==> config.mk <==
export PLATFORM = sky130hd
export DESIGN_NAME = ram_req_ctrl_flat
export DESIGN_NICKNAME = d
export VERILOG_FILES = /design/src/rtl/ram_req_ctrl_if.sv /design/src/rtl/ram_req_ctrl.sv /design/src/flat_wrapper.sv
export SDC_FILE = /design/constraint.sdc
export NUM_CORES = 1
export LEC_CHECK = 0
export CAP_MARGIN = 0
export CORE_UTILIZATION = 34
export DETAILED_ROUTE_END_ITERATION = 10
export GPL_ROUTABILITY_DRIVEN = 1
export PLACE_DENSITY = 0.75
export SLEW_MARGIN = 20
export SYNTH_ARGS = -nofsm -noshare
export SYNTH_HDL_FRONTEND = slang
export SYNTH_SLANG_ARGS = --single-unit
==> constraint.sdc <==
create_clock -name clk -period 1.5 [get_ports clk]
set_input_delay 0.225 -clock clk [delete_from_list [all_inputs] [get_ports clk]]
set_output_delay 0.225 -clock clk [all_outputs]
set_load 0.05 [all_outputs]
==> src/rtl/ram_req_ctrl_if.sv <==
// Request/response handshake bundle between a master and the RAM request controller.
// The master issues reads and writes; the controller returns read data in order.
interface ram_req_ctrl_if #(
  parameter int DW = 8,
  parameter int AW = 6
);
  logic          req_valid;
  logic          req_ready;
  logic          req_we;
  logic [AW-1:0] req_addr;
  logic [DW-1:0] req_wdata;
  logic          rsp_valid;
  logic          rsp_ready;
  logic [DW-1:0] rsp_rdata;

  modport master (
    output req_valid, req_we, req_addr, req_wdata, rsp_ready,
    input  req_ready, rsp_valid, rsp_rdata
  );

  modport slave (
    input  req_valid, req_we, req_addr, req_wdata, rsp_ready,
    output req_ready, rsp_valid, rsp_rdata
  );
endinterface

==> src/rtl/ram_req_ctrl.sv <==
// Valid/ready front end for a single-port sync RAM with registered dout.
// Reads are credited against a small response FIFO so a captured dout always has a slot.
module ram_req_ctrl #(
  parameter int DW        = 8,
  parameter int AW        = 6,
  parameter int RSP_DEPTH = 2
) (
  input  logic          clk,
  input  logic          rst,
  ram_req_ctrl_if.slave bus,
  output logic          ram_we,
  output logic [AW-1:0] ram_addr,
  output logic [DW-1:0] ram_din,
  input  logic [DW-1:0] ram_dout
);
  localparam int PW = (RSP_DEPTH > 1) ? $clog2(RSP_DEPTH) : 1;
  localparam int CW = $clog2(RSP_DEPTH + 1);
  localparam logic [CW:0]   DEPTH_V = (CW+1)'(RSP_DEPTH);
  localparam logic [PW-1:0] PTR_MAX = PW'(RSP_DEPTH - 1);

  logic [DW-1:0] mem [RSP_DEPTH];
  logic [PW-1:0] wr_ptr, rd_ptr;
  logic [CW-1:0] fifo_cnt;
  logic [CW:0]   used;
  logic          rd_pend;
  logic          accept, push, pop;

  function automatic logic [PW-1:0] ptr_inc(input logic [PW-1:0] p);
    return (p == PTR_MAX) ? '0 : p + PW'(1);
  endfunction

  // An in-flight read owns a FIFO slot already, so it counts against credit.
  assign used          = {1'b0, fifo_cnt} + {{CW{1'b0}}, rd_pend};
  assign bus.req_ready = ~rst & (used < DEPTH_V);

  assign accept   = bus.req_valid & bus.req_ready;
  assign ram_we   = accept & bus.req_we;
  assign ram_addr = bus.req_addr;
  assign ram_din  = bus.req_wdata;

  assign push = rd_pend;
  assign pop  = bus.rsp_valid & bus.rsp_ready;

  assign bus.rsp_valid = (fifo_cnt != '0);
  assign bus.rsp_rdata = mem[rd_ptr];

  always_ff @(posedge clk) begin
    if (rst) begin
      rd_pend  <= 1'b0;
      wr_ptr   <= '0;
      rd_ptr   <= '0;
      fifo_cnt <= '0;
    end else begin
      rd_pend <= accept & ~bus.req_we;
      if (push) wr_ptr <= ptr_inc(wr_ptr);
      if (pop)  rd_ptr <= ptr_inc(rd_ptr);
      case ({push, pop})
        2'b10:   fifo_cnt <= fifo_cnt + CW'(1);
        2'b01:   fifo_cnt <= fifo_cnt - CW'(1);
        default: fifo_cnt <= fifo_cnt;
      endcase
    end
  end

  // Payload storage needs no reset; entries are only read while counted valid.
  always_ff @(posedge clk) begin
    if (push && !rst) mem[wr_ptr] <= ram_dout;
  end
endmodule

==> src/flat_wrapper.sv <==
// flat-port wrapper written by rule: the top's interface ports become plain ports
module ram_req_ctrl_flat 
#(
  parameter int DW        = 8,
  parameter int AW        = 6,
  parameter int RSP_DEPTH = 2
)
  (clk, rst, ram_we, ram_addr, ram_din, ram_dout, bus_req_valid, bus_req_we, bus_req_addr, bus_req_wdata, bus_rsp_ready, bus_req_ready, bus_rsp_valid, bus_rsp_rdata);
  ram_req_ctrl_if #(.DW(DW), .AW(AW)) bus_i ();
  input  logic clk;
  input  logic rst;
  output logic ram_we;
  output logic [AW-1:0] ram_addr;
  output logic [DW-1:0] ram_din;
  input  logic [DW-1:0] ram_dout;
  input wire logic [$bits(bus_i.req_valid)-1:0] bus_req_valid;
  input wire logic [$bits(bus_i.req_we)-1:0] bus_req_we;
  input wire logic [$bits(bus_i.req_addr)-1:0] bus_req_addr;
  input wire logic [$bits(bus_i.req_wdata)-1:0] bus_req_wdata;
  input wire logic [$bits(bus_i.rsp_ready)-1:0] bus_rsp_ready;
  output wire logic [$bits(bus_i.req_ready)-1:0] bus_req_ready;
  output wire logic [$bits(bus_i.rsp_valid)-1:0] bus_rsp_valid;
  output wire logic [$bits(bus_i.rsp_rdata)-1:0] bus_rsp_rdata;
  assign bus_i.req_valid = bus_req_valid;
  assign bus_i.req_we = bus_req_we;
  assign bus_i.req_addr = bus_req_addr;
  assign bus_i.req_wdata = bus_req_wdata;
  assign bus_i.rsp_ready = bus_rsp_ready;
  assign bus_req_ready = bus_i.req_ready;
  assign bus_rsp_valid = bus_i.rsp_valid;
  assign bus_rsp_rdata = bus_i.rsp_rdata;
  ram_req_ctrl #(.DW(DW), .AW(AW), .RSP_DEPTH(RSP_DEPTH)) u_core (.clk(clk), .rst(rst), .bus(bus_i), .ram_we(ram_we), .ram_addr(ram_addr), .ram_din(ram_din), .ram_dout(ram_dout));
endmodule
== After elaboration in Yosys (flattened, before gate mapping) ==
Memory sizes are Yosys's and may differ from the RTL's. A register that Yosys moved wholly into a read port is not among the register bits.
Index checks and enable logic that the tools add are counted.

* Bits in registers: 5
* Latch bits: 0
* Memory bits (writable): 16
* Memory bits (read-only): 0
* Input bits: 27
* Word-level logic and storage cells: 31
* Memories: 1

* Add/subtract/negate cells: 5
* Multipliers: 0
* Divide/modulo/power cells: 0
* $lt $le $gt $ge: 1
* Equal/unequal tests: 2
* Shifts and indexed selects: 0
* Multiplexer cells: 7
* Bitwise operators: 7
* Reductions and logical operators: 4

{| class="wikitable"
|+ Memory list
! name !! depth !! width !! rd ports !! clocked after memory_dff !! write ports !! line !! text
|-
| u_core.mem || 2 || 8 || 1 || 1 || 1 || ram_req_ctrl.sv:21 || <nowiki>logic [DW-1:0] mem [RSP_DEPTH];</nowiki>
|}

{| class="wikitable"
|+ Operator list
! kind !! number
|-
| two-way mux 1 bit || 6
|-
| bitwise AND 1 bit || 5
|-
| one-hot mux 2 bit (2 select lines) || 1
|-
| nonzero test 2 bit || 2
|-
| adder 2 x 1 -> 3 bit || 1
|-
| < comparator 3 x 2 -> 1 bit, second input constant || 1
|-
| adder 1 bit, second input constant || 2
|-
| adder 2 x 1 -> 2 bit, second input constant || 1
|-
| == test 2 x 1 -> 1 bit, second input constant || 1
|-
| == test 2 bit, second input constant || 1
|-
| NOT 1 bit || 2
|-
| subtractor 2 x 1 -> 2 bit, second input constant || 1
|-
| logical AND 1 bit || 1
|-
| logical NOT 1 bit || 1
|}

== Depth between registers and ports, before layout ==
* Depth after elaboration: 5
* Gate-level depth with buffers: 5
* Mapped depth without buffers: 5

== Least setup slack after synthesis ==
No wires, ideal clock.

* Path type: input to output
* Start point: in rst
* End point: out ram_we
* Arrival: 2.304 ns
* Required time: 1.275 ns
* Path slack: -1.029 ns
* Stages on the path: 3
* Path buffers: 1
* Cell sequence: clkbuf_1 -> a211oi_1 -> and3_1

* Longest elaborated chain between the ends: 4

{| class="wikitable"
|+ RTL lines
! item !! line !! text
|-
| start: declaration || flat_wrapper.sv:11 || <nowiki>input logic rst;</nowiki>
|-
| NOT 1 bit || ram_req_ctrl.sv:34 || <nowiki>assign bus.req_ready = ~rst & (used < DEPTH_V);</nowiki>
|-
| bitwise AND 1 bit || ram_req_ctrl.sv:34 ||
|-
| via bus_req_ready || flat_wrapper.sv:21 || <nowiki>output wire logic [$bits(bus_i.req_ready)-1:0] bus_req_ready;</nowiki>
|-
| bitwise AND 1 bit || ram_req_ctrl.sv:36 || <nowiki>assign accept = bus.req_valid & bus.req_ready;</nowiki>
|-
| bitwise AND 1 bit || ram_req_ctrl.sv:37 || <nowiki>assign ram_we = accept & bus.req_we;</nowiki>
|-
| end: declaration || flat_wrapper.sv:12 || <nowiki>output logic ram_we;</nowiki>
|}

The timed path passes the listed nets, and every way through them passes these cells.

== Worst setup path in the final report ==
* Start point: reg u_core.fifo_cnt[0]
* End point: out ram_we

* Longest elaborated chain between the ends: 5

{| class="wikitable"
|+ RTL lines
! item !! line !! text
|-
| start: declaration || ram_req_ctrl.sv:23 || <nowiki>logic [CW-1:0] fifo_cnt;</nowiki>
|-
| start signal: assignment || ram_req_ctrl.sv:58 || <nowiki>2'b10: fifo_cnt <= fifo_cnt + CW'(1);</nowiki>
|-
| start signal: assignment || ram_req_ctrl.sv:59 || <nowiki>2'b01: fifo_cnt <= fifo_cnt - CW'(1);</nowiki>
|-
| start signal: assignment || ram_req_ctrl.sv:60 || <nowiki>default: fifo_cnt <= fifo_cnt;</nowiki>
|-
| adder 2 x 1 -> 3 bit || ram_req_ctrl.sv:33 || <nowiki>assign used = {1'b0, fifo_cnt} + {{CW{1'b0}}, rd_pend};</nowiki>
|-
| < comparator 3 x 2 -> 1 bit || ram_req_ctrl.sv:34 ||
|-
| bitwise AND 1 bit || ram_req_ctrl.sv:34 ||
|-
| bitwise AND 1 bit || ram_req_ctrl.sv:36 ||
|-
| bitwise AND 1 bit || ram_req_ctrl.sv:37 ||
|}

Every way passes these cells.

==> impl_metrics.tcl <==
set metrics [dict create \
    instances_no_fill 119 \
    maxSlewViolCount 0 \
    status "complete, but fails checks" \
    grt_pass1_vias 554 \
    power_switching_uw 469.0 \
    layout.nets 118 \
    clock_power_share_pct 16.6 \
    synthFlopType "edfxtp_1" \
    row_count 18 \
    grt_max_degree 13 \
    core_um2 2545 \
    fin_worst_skew_ns 0.003442 \
    initial_core_util_pct 36.73 \
    finalHoldViolations 0 \
    drive_above_1_share_pct 47.19 \
    clk_latency_ns 0.29 \
    wl_met2_um 846 \
    drt-pass1-iter-count 4 \
    h-tree-depth 1 \
    cp.depth 4 \
    violations "negative setup slack" \
    yosysWarningCount 0 \
    worstPathArrival_ns 1.34 \
    synth_top_cell_by_area "edfxtp_1" \
    synth_edf_count 16 \
    port_buffers 23 \
    fmax_mhz 639.6 \
    max_stage_delay_ns 0.34 \
    avgSynthCellArea_um2 13.95 \
    cp_top_family "flip-flops" \
    avgRoutedWirePerCell_um 14.08 \
    wl_met1_um 681 \
    combinationalPowerShare_pct 37.0 \
    vias 572 \
    die_height_um 54.43 \
    finalWorstSetupSlack_ns -0.06337 \
    power.density_nw_per_um2 1193 \
    end_kind "output port" \
    clkSlewWorstSetupHoldPaths_ns 0.10 \
    yosysTopAreaCellShare_pct 51.41 \
    cts_hold_buffers 0 \
    dpl.hpwl_mm 1.161 \
    cts_tree "yes" \
    syn-num-nets 95 \
    detail-route-antenna-nets 0 \
    wl_met3_um 135 \
    synthesis.area_um2 934.6 \
    crit_required_ns 1.27 \
    yosysSeqAreaShare_pct 64.26 \
    min_period_ns 1.563 \
    path_cells "buf_6 -> a211oi_4 -> and3_4 -> buf_12" \
    rsz0062_at_grt "true" \
    clock_path_buffers 2 \
    clockRootBuffer "clkbuf_4" \
    p_int_uw 1095 \
    hold_class "primary input to output port" \
    finalWirelength_mm 1.676 \
    gr-total-overflow 0 \
    clock-sinks 22 \
    ir_drop_mv 0.6972 \
    worst_path_max_delay_cell "dfxtp_2" \
    p_leak_uw 0.0004916 \
    min_period_over_period_pct 104.2 \
    die_w_um 54.43 \
    dieArea_um2 2963 \
    final-setup-viol-count 3 \
    switching_share_pct 29.99 \
    cts-buffers-inserted 3 \
    yosys_register_bits 22 \
    maxSlewHeadroom_pct 83.85 \
    crit_type "flip-flop to output port" \
    path_buf_inv 2 \
    grt_util_all_layers_pct 12.45 \
    num_io_pins 52 \
    worstSetupStartpointType "flip-flop" \
    drt_iter0_drc 6 \
    areaGrowthSynthToFinish_pct 40.29 \
    reg2regPathDepth 6 \
    dr.max_layer_used "met4" \
    dp.cells 112 \
    gp_congestion 0.7505 \
    synth_common_cells "edfxtp_1 (16), buf_4 (14), mux2_2 (8)" \
    vias_per_cell 4.807 \
    worstPathMaxFanout 3 \
    drc 0 \
    maxCapViolCount 0 \
    n_antenna_cell 0 \
    antenna_found_initial 0 \
    synth.distinct_cells 21 \
    seqPwrFrac_pct 46.4 \
    synthTopCellsByArea "edfxtp_1 (51%), dfxtp_1 (13%), buf_4 (11%)" \
    synth_most_common_cell "edfxtp_1" \
    worst_pin_slew_ns 0.2406 \
    grt_pass1_wl_mm 2.484 \
    synth_cells 67 \
    final_util_pct 51.52 \
    async_reset_ff_share_pct 0 \
    hold_depth 0 \
]
-- final timing paths --
kind	start	to	slack, ns
min reg2reg	u_core.wr_ptr$_SDFFE_PP0P_	u_core.wr_ptr$_SDFFE_PP0P_	0.56
min	bus_req_wdata[1]	ram_din[1]	0.45
max reg2reg	u_core.fifo_cnt[0]$_SDFFE_PP0P_	u_core.fifo_cnt[1]$_SDFFE_PP0P_	0
max	u_core.fifo_cnt[0]$_SDFFE_PP0P_	ram_we	-0.06
-- per-stage QoR --
stage               setup TNS (ns)  cell area, µm²  hold WS [ns]  total power, µW  setup WS [ns]
CTS                        -0.1069            1230        0.4503             1508       -0.08442
floorplan                  -0.3326           952.2        0.2965             1105       -0.04271
finish                    -0.06750            1311        0.4500             1564       -0.06337
global route               -0.3293            1311        0.4501             1650        -0.1382
global placement           -0.3543            1176        0.4503             1193       -0.07597
detailed placement         -0.5500            1176        0.4503             1205        -0.1207
-- what timing repair did --
item                                    CTS  global route
gates resized for setup                   5            20
endpoints found under the setup margin   10            12
pin swaps                                 2             2
setup buffers                             2             1
-- kinds of logic (layout without fill, tap and decap cells) --
family,count (synthesis),after routing,share of synthesized area (%)
simple gates,11,11,5.757
buf+inv,17,39,12.58
compound gates,4,4,2.677
flops,22,22,64.26
mux,8,8,9.639
fa+ha+maj,1,1,1.338
xor+xnor,4,4,3.749
-- placed cells by master (no fill, tap or decap), drive strengths merged --
cell type | synthesis | routed
edfxtp | 16 | 16
or2 | 1 | 1
buf | 15 | 22
inv | 1 | 1
ha | 1 | 1
xnor2 | 3 | 3
clkdlybuf4s50 | 0 | 12
mux2 | 8 | 8
clkbuf | 1 | 4
xor2 | 1 | 1
o21ai | 1 | 1
a21oi | 1 | 1
o21a | 1 | 1
nor2 | 5 | 5
and3 | 1 | 1
dfxtp | 6 | 6
a211oi | 1 | 1
nor3 | 1 | 1
nor3b | 1 | 1
or3 | 1 | 1
nand2 | 1 | 1
-- power groups by stage --
stage,Clock [µW],Sequential (µW),Combinational (µW)
floorplan,0,720,385
global placement,0,724,469
detailed placement,0,727,477
CTS,282,718,508
global route,309,729,612
finish,259,726,579
-- final cells by class --
class	instances	area, µm²
sequential	22	606.8
clock buffer	4	26.28
fill	224	1234
tap	30	37.54
multi-input combinational	28	280.3
timing repair buffer	34	356.6
inverter	1	3.754
-- routing by layer --
layer | vias to the layer above | GRT usage (%)
li1 | 264 | -
met1 | 273 | 13.52
met2 | 31 | 21.14
met3 | 4 | 4.167
met4 | 0 | 6.838
met5 | - | 0
-- state kept, by name, summed over array words and instances (netlist names), named ones only --
register         count
u_core.wr_ptr        1
u_core.fifo_cnt      2
u_core.rd_ptr        1
u_core.push          1
u_core.mem          16
(Power assumes the default switching activity.)
